## config.mk

```make
export PLATFORM = sky130hd
export DESIGN_NAME = parallax_vga_timing
export DESIGN_NICKNAME = d
export VERILOG_FILES = /design/src/rtl/vga_timing_pkg.sv /design/src/rtl/vga_delay_line.sv /design/src/rtl/parallax_vga_timing.sv
export SDC_FILE = /design/constraint.sdc
export NUM_CORES = 1
export LEC_CHECK = 0
export CAP_MARGIN = 25
export CELL_PAD_IN_SITES_DETAIL_PLACEMENT = 1
export CELL_PAD_IN_SITES_GLOBAL_PLACEMENT = 1
export CORE_MARGIN = 4
export CORE_UTILIZATION = 42
export CTS_CLUSTER_SIZE = 14
export DETAILED_ROUTE_END_ITERATION = 10
export PLACE_DENSITY = 0.94
export RECOVER_POWER = 100
export SLEW_MARGIN = 25
export SYNTH_ARGS = -nofsm -noshare
export SYNTH_HDL_FRONTEND = slang
export SYNTH_SLANG_ARGS = --single-unit
export TNS_END_PERCENT = 1
```

## constraint.sdc

```tcl
create_clock -name clk -period 4.3 [get_ports clk]
set_input_delay 0.645 -clock clk [delete_from_list [all_inputs] [get_ports clk]]
set_output_delay 0.645 -clock clk [all_outputs]
set_load 0.05 [all_outputs]
```

## src/rtl/vga_timing_pkg.sv

```systemverilog
// Default VGA timing constants and shared types for the parallax video timing block.
package vga_timing_pkg;

  localparam int DEF_H_ACTIVE = 640;
  localparam int DEF_H_FRONT  = 24;
  localparam int DEF_H_SYNC   = 64;
  localparam int DEF_H_BACK   = 104;
  localparam int DEF_V_ACTIVE = 480;
  localparam int DEF_V_FRONT  = 9;
  localparam int DEF_V_SYNC   = 3;
  localparam int DEF_V_BACK   = 28;

  // Counters are 10 bits wide, so a full period may not exceed this.
  localparam int CNT_MAX = 1024;

  // Raw (undelayed, polarity-free) video control decoded from the counters.
  typedef struct packed {
    logic hs;
    logic vs;
    logic act;
  } vid_ctl_t;

  localparam int CTL_W = $bits(vid_ctl_t);

  function automatic int vga_total(input int act, input int front, input int sync, input int back);
    return act + front + sync + back;
  endfunction

endpackage

```

## src/rtl/vga_delay_line.sv

```systemverilog
// Enable-gated shift register; clears to zero so delayed control reads as idle.
module vga_delay_line #(
  parameter int WIDTH = 1,
  parameter int DEPTH = 1
) (
  input  logic             clk,
  input  logic             rst_n,
  input  logic             en,
  input  logic [WIDTH-1:0] din,
  output logic [WIDTH-1:0] dout
);

  if (WIDTH < 1 || DEPTH < 1) begin : g_bad_param
    $error("vga_delay_line: WIDTH and DEPTH must be >= 1");
  end

  logic [DEPTH-1:0][WIDTH-1:0] pipe;

  always_ff @(posedge clk or negedge rst_n) begin
    if (!rst_n) begin
      pipe <= '0;
    end else if (en) begin
      pipe[0] <= din;
      for (int s = 1; s < DEPTH; s++) pipe[s] <= pipe[s-1];
    end
  end

  assign dout = pipe[DEPTH-1];

endmodule

```

## src/rtl/parallax_vga_timing.sv

```systemverilog
// VGA raster timing: h/v counters, decodes, and sync/colour outputs aligned to a
// pixel source with PIPE ticks of latency.
module parallax_vga_timing
  import vga_timing_pkg::*;
#(
  parameter int H_ACTIVE  = DEF_H_ACTIVE,
  parameter int H_FRONT   = DEF_H_FRONT,
  parameter int H_SYNC    = DEF_H_SYNC,
  parameter int H_BACK    = DEF_H_BACK,
  parameter int V_ACTIVE  = DEF_V_ACTIVE,
  parameter int V_FRONT   = DEF_V_FRONT,
  parameter int V_SYNC    = DEF_V_SYNC,
  parameter int V_BACK    = DEF_V_BACK,
  parameter bit HSYNC_POL = 1'b0,
  parameter bit VSYNC_POL = 1'b0,
  parameter int RGB_W     = 3,
  parameter int PIPE      = 2
) (
  input  logic             clk,
  input  logic             reset,
  input  logic             pix_en,
  input  logic [RGB_W-1:0] rgb_in,
  output logic [9:0]       x,
  output logic [9:0]       y,
  output logic             active,
  output logic             line_start,
  output logic             frame_start,
  output logic [7:0]       frame_cnt,
  output logic             hsync,
  output logic             vsync,
  output logic [RGB_W-1:0] rgb
);

  localparam int H_TOTAL = vga_total(H_ACTIVE, H_FRONT, H_SYNC, H_BACK);
  localparam int V_TOTAL = vga_total(V_ACTIVE, V_FRONT, V_SYNC, V_BACK);

  if (H_ACTIVE < 1 || H_FRONT < 1 || H_SYNC < 1 || H_BACK < 1 ||
      V_ACTIVE < 1 || V_FRONT < 1 || V_SYNC < 1 || V_BACK < 1 ||
      RGB_W < 1 || PIPE < 1) begin : g_bad_param
    $error("parallax_vga_timing: timing parameters, RGB_W and PIPE must be >= 1");
  end

  if (H_TOTAL > CNT_MAX || V_TOTAL > CNT_MAX) begin : g_bad_total
    $error("parallax_vga_timing: H_TOTAL/V_TOTAL exceed the 10-bit counters");
  end

  localparam logic [9:0] H_LAST = 10'(H_TOTAL - 1);
  localparam logic [9:0] V_LAST = 10'(V_TOTAL - 1);
  localparam logic [9:0] H_ACT  = 10'(H_ACTIVE);
  localparam logic [9:0] V_ACT  = 10'(V_ACTIVE);
  localparam logic [9:0] HS_BEG = 10'(H_ACTIVE + H_FRONT);
  localparam logic [9:0] HS_END = 10'(H_ACTIVE + H_FRONT + H_SYNC);
  localparam logic [9:0] VS_BEG = 10'(V_ACTIVE + V_FRONT);
  localparam logic [9:0] VS_END = 10'(V_ACTIVE + V_FRONT + V_SYNC);

  logic [9:0] h, v;
  logic       h_last, v_last;

  assign h_last = (h == H_LAST);
  assign v_last = (v == V_LAST);

  always_ff @(posedge clk or negedge reset) begin
    if (!reset) begin
      h         <= '0;
      v         <= '0;
      frame_cnt <= '0;
    end else if (pix_en) begin
      if (h_last) begin
        h <= '0;
        if (v_last) begin
          v         <= '0;
          frame_cnt <= frame_cnt + 8'd1;
        end else begin
          v <= v + 10'd1;
        end
      end else begin
        h <= h + 10'd1;
      end
    end
  end

  assign x           = h;
  assign y           = v;
  assign active      = (h < H_ACT) && (v < V_ACT);
  assign line_start  = (h == '0);
  assign frame_start = (h == '0) && (v == '0);

  vid_ctl_t raw, dly;

  assign raw.hs  = (h >= HS_BEG) && (h < HS_END);
  assign raw.vs  = (v >= VS_BEG) && (v < VS_END);
  assign raw.act = active;

  vga_delay_line #(
    .WIDTH(CTL_W),
    .DEPTH(PIPE)
  ) u_dly (
    .clk  (clk),
    .rst_n(reset),
    .en   (pix_en),
    .din  (raw),
    .dout (dly)
  );

  // Final output register: rgb_in arrives here aligned with the delayed control,
  // so blanking the colour with dly.act also keeps it zero under both syncs.
  always_ff @(posedge clk or negedge reset) begin
    if (!reset) begin
      hsync <= ~HSYNC_POL;
      vsync <= ~VSYNC_POL;
      rgb   <= '0;
    end else if (pix_en) begin
      hsync <= dly.hs ? HSYNC_POL : ~HSYNC_POL;
      vsync <= dly.vs ? VSYNC_POL : ~VSYNC_POL;
      rgb   <= dly.act ? rgb_in : '0;
    end
  end

endmodule

```

# Word level (Yosys, flattened, before mapping)
# Index checks and enable logic that the tools add are counted.
[totals] n_memories=0 latch_bits=0 ram_bits=0 word_cells=32 romBits=0 register_bits=39 out_inout_bits=36
[classes] n_div=0 n_shift=0 mux=5 mul=0 add_sub_neg=3 bitwise=0 reduce_logical=8 n_lt_le_gt_ge=6 eq_ne=2
[ops] op="10-bit by 1-bit adder with 10-bit output, second input constant" count=2
[ops] op="10-bit == test, second input constant" count=2
[ops] op="10-bit zero test" count=2
[ops] op="10-bit less-than comparator, second input constant" count=2
[ops] op="10-bit by 9-bit less-than comparator with 1-bit output, second input constant" count=2
[ops] op="10-bit two-way mux" count=2
[ops] op="10-bit >= comparator, second input constant" count=1
[ops] op="10-bit by 9-bit >= comparator with 1-bit output, second input constant" count=1
[ops] op="8-bit by 1-bit adder with 8-bit output, second input constant" count=1
[ops] op="1-bit logical AND" count=4
[ops] op="3-bit two-way mux" count=1
[ops] op="3-bit AND reduction" count=1
[ops] op="1-bit two-way mux" count=2
[ops] op="2-bit AND reduction" count=1

# Logic depth before layout (Yosys ltp)
[depth] depth_word=2 ltp_mapped=6

# Hierarchy
# A second synthesis with hierarchy kept.
[unflattened] cells_unflattened=193 hier_area_um2=2083.2
[by_module_without_submodules] mod="parallax_vga_timing" seq_area_each_um2=828.3 area_per_inst_um2=1809.2 cells_per_inst=177 n_inst=1
[by_module_without_submodules] mod="vga_delay_line" seq_area_each_um2=150.1 area_per_inst_um2=274.0 cells_per_inst=16 n_inst=1

# Least setup slack after synthesis
# No wires, ideal clock.
[synth_path] kind="register to output" start="reg h[4], in the netlist x[4]" end="out frame_start" slack_ps=393 arrival_ps=3262 path_stages_with_launch=4 required_ps=3655 path_buffers=0 path_cell_list="dfrtp_1 -> or3_1 -> nor4_1 -> and4_1"
[synth_via] elab_chain_cells=2
[synth_rtl] item="start: declaration" line_no="parallax_vga_timing.sv:56" rtl="logic [9:0] h, v;"
[synth_rtl] item="start signal: assignment" line_no="parallax_vga_timing.sv:77" rtl="h <= h + 10'd1;"
[synth_rtl] item="10-bit zero test"
[synth_rtl] item="net line_start" line_no="parallax_vga_timing.sv:26" rtl="output logic line_start,"
[synth_rtl] item="1-bit logical AND" line_no="parallax_vga_timing.sv:86" rtl="assign frame_start = (h == '0) && (v == '0);"
[synth_rtl] item="end: declaration" line_no="parallax_vga_timing.sv:27" rtl="output logic frame_start,"
# The timed path passes the listed nets, and every way through them passes these cells.

# Final worst setup path
[layout_path] start="in pix_en" end="reg v[8], in the netlist y[8]"
[layout_via] elab_chain_cells=1
[layout_rtl] item="start: declaration" line_no="parallax_vga_timing.sv:21" rtl="input logic pix_en,"
[layout_rtl] item="2-bit AND reduction (no source line)"
[layout_rtl] item="end signal: assignment" line_no="parallax_vga_timing.sv:74" rtl="v <= v + 10'd1;"
[layout_rtl] item="end: declaration" line_no="parallax_vga_timing.sv:56"
# Every way passes these cells.
# A chain may end at the register's enable or synchronous reset.

==> impl_metrics.csv <==
group,metric,value,unit
status,status,"finished, violations left",
status,violations,"capacitance limit, slew limit",
critical_path,crit_arrival,3660,ps
synth,yosys_warnings,0,
cells_and_area,syn2layout_area_growth,28.7,%
cells_and_area,n_antenna_cell,0,
floorplan,io-pin-count,42,
global_route,grt.met1_usage,0.227,
clocking,cts_resized,0,
timing,hold_viol,0,
worst_hold_path,hold_path_depth,1,
routing,drt-vias-per-instance,5.45,
global_route,grt_pass1_vias,1592,
power,p_comb_frac,0.255,
power,p_int,0.671,mW
synth,syn_inst,183,
critical_path,crit_fanout,23,
clocking,clockBufferDepth,2,
floorplan,die_h,75.9,um
critical_path,r2r_cells,6,
power,power.density,414,nW/um^2
power,seqPwrFrac,0.439,
clocking,clock_latency,290,ps
critical_path,path_class,"in -> reg",
timing,layout_worst_path_cycle_share,0.809,
synth,yosysTopAreaCell,"dfrtp_1",
timing,finalCriticalPeriod,3480,ps
global_route,antenna_found_initial,0,
clocking,hold_buffers,0,
place,dp_cells,272,
global_route,grt_remaining_overflow,0,
power,swShare,0.349,
global_route,met2_usage,0.280,
global_route,track_usage,0.174,
critical_path,start_kind,"input port",
floorplan,rows,24,
clocking,cts_tree,"built",
synth,netlist_area,1940,um^2
global_route,busiest_layer,"met2",
timing,hold_ws,418,ps
routing,drc,0,
synth,synth_cell_types,38,
synth,synthFlopType,"dfrtp_1",
synth,synth_top_area_frac,0.478,
synth,synth-seq-area-share,0.505,
place,place_congestion,0.804,
clocking,cts_made_buffers,5,
clocking,root_buffer,"clkbuf_8",
synth,synth_area_leaders,"dfrtp_1 48%, xnor2_1 5.4%, ha_1 4.5%",
critical_path,endpoint_kind,"register",
power,power.leakage,1.14,nW
floorplan,fp.dieW,75.9,um
timing,rsz0062_at_grt,"false",
synth,yosys_register_bits,39,
clocking,ctsHtreeMaxLevel,2,
timing,final_max_slew_viol_count,40,
synth,syn_area_per_cell,10.6,um^2
routing,ant_nets,0,
timing,setup_viol,0,
cells_and_area,instances_no_fill,280,
floorplan,die-area,5770,um^2
power,ir_drop,0.195,mV
routing,drt-wirelength-per-cell,16.7,um
clocking,clock-sinks,39,
place,port_buffers,41,
routing,drtPass1Iterations,4,
run,cap_violations,1,
routing,wirelength,4690,um
power,p_clk_frac,0.306,
clocking,cts_setup_buffers,0,
cells_and_area,final_nets,240,
power,power.switching,0.361,mW
timing,worst_pin_slew,2060,ps
global_route,grt_max_degree,40,
timing,tns,0,ps
floorplan,coreArea,4410,um^2
routing,vias,1525,
place,dp.final_hpwl,3270,um
synth,synth_edf_count,0,
global_route,grt_pass1_wl,8160,um
floorplan,start_util,0.439,
cells_and_area,drive_gt1_frac,0.0789,
global_route,use_met3,0.0450,
critical_path,cp.required,4480,ps
worst_hold_path,holdCritPathClass,"reg -> reg",
synth,async_flop_share,1.00,
synth,syn-num-nets,196,
clocking,clkSlewWorstSetupHoldPaths,80,ps
timing,fin_skew,5.90,ps
timing,max-slew-margin-rel,-0.376,
timing,fmax,287,MHz
routing,drt-initial-drc-count,61,
## per-layer routing
metal	vias up	wire length [um]
li1	731	-
met1	754	2150
met2	33	2290
met3	7	183
met4	0	67
met5	-	0
## flip-flops by register name, indices dropped and copies added (netlist names)
name	flops
x	10
y	10
rgb	3
frame_cnt	8
hsync	1
vsync	1
u_dly.pipe	3
u_dly.dout	3
## cell usage in the layout, fill, tap and decap left out, drive strengths merged, types with 6 or more instances in the layout
| cell type | n |
|---|---|
| ha | 7 |
| clkbuf | 9 |
| xnor2 | 12 |
| nand2 | 8 |
| xor2 | 6 |
| dlygate4sd3 | 37 |
| inv | 16 |
| nand3 | 19 |
| o21ai | 11 |
| dfrtp | 37 |
| nor3 | 8 |
| nor2 | 8 |
## cell usage after synthesis, types with 2 or more instances
master	instances
and4_1	4
dfrtp_1	37
xor2_1	6
ha_1	7
dfstp_2	2
nand4_1	4
nand2_1	8
nand3_1	17
inv_1	16
o21ai_0	10
a21oi_1	4
or3_1	3
nor3_1	8
clkbuf_2	2
and3_1	3
mux2i_1	4
clkbuf_1	2
xnor2_1	12
nor4_1	4
mux2_2	5
nor2_1	8
## through the flow
step / instance area, um^2 / setup slack [ps] / utilization / total power, mW
final: 2490 / 820 / 0.565 / 1.03
after global routing: 2490 / 557 / 0.565 / 1.09
after CTS: 2510 / 1080 / 0.568 / 1.06
after detailed placement: 2390 / 1400 / 0.541 / 0.739
after global placement: 2390 / 1470 / 0.541 / 0.730
after floorplan: 1940 / 393 / - / 0.641
## power by group through the flow
stage	Sequential [mW]	Clock, mW	Combinational [mW]
finish	0.453	0.316	0.263
global placement	0.455	0	0.274
global route	0.462	0.347	0.280
CTS	0.456	0.327	0.279
floorplan	0.546	0	0.0942
detailed placement	0.461	0	0.277
## worst paths after layout
path / start / endpoint / slack [ps]
min reg2reg: u_dly.dout[2] / hsync / 420
max: pix_en / y[8] / 820
min: u_dly.dout[2] / hsync / 420
max in group asynchronous: reset / u_dly.pipe[2] / 2180
min in group asynchronous: reset / y[6] / 940
max reg2reg: x[0] / y[8] / 2010
## cells by family after synthesis
logic type	share of synthesized area
AOI/OAI and AO/OA	0.0671
xor gates and xnor gates	0.0813
adders and majority gates	0.0452
buffers and inverters	0.0484
DFF	0.505
muxes	0.0497
and+or+nand+nor	0.203
## area by class of cell
type	count	area [um^2]
clock buffers	6	82.6
fillers	490	1920
flip-flops and latches	39	978
repair buffers	43	412
well taps	52	65.1
multi-input cells	122	861
clock inverters	2	35.0
inverters	16	60.1
## critical path, cell delays in order
cell and delay [ps]:
dlygate4sd3_1 520, clkbuf_1 740, nand3_1 440, nor3_1 360
clkbuf_1 540, nand3_1 230, xnor2_1 180
Power figures use the tool's default switching activity.
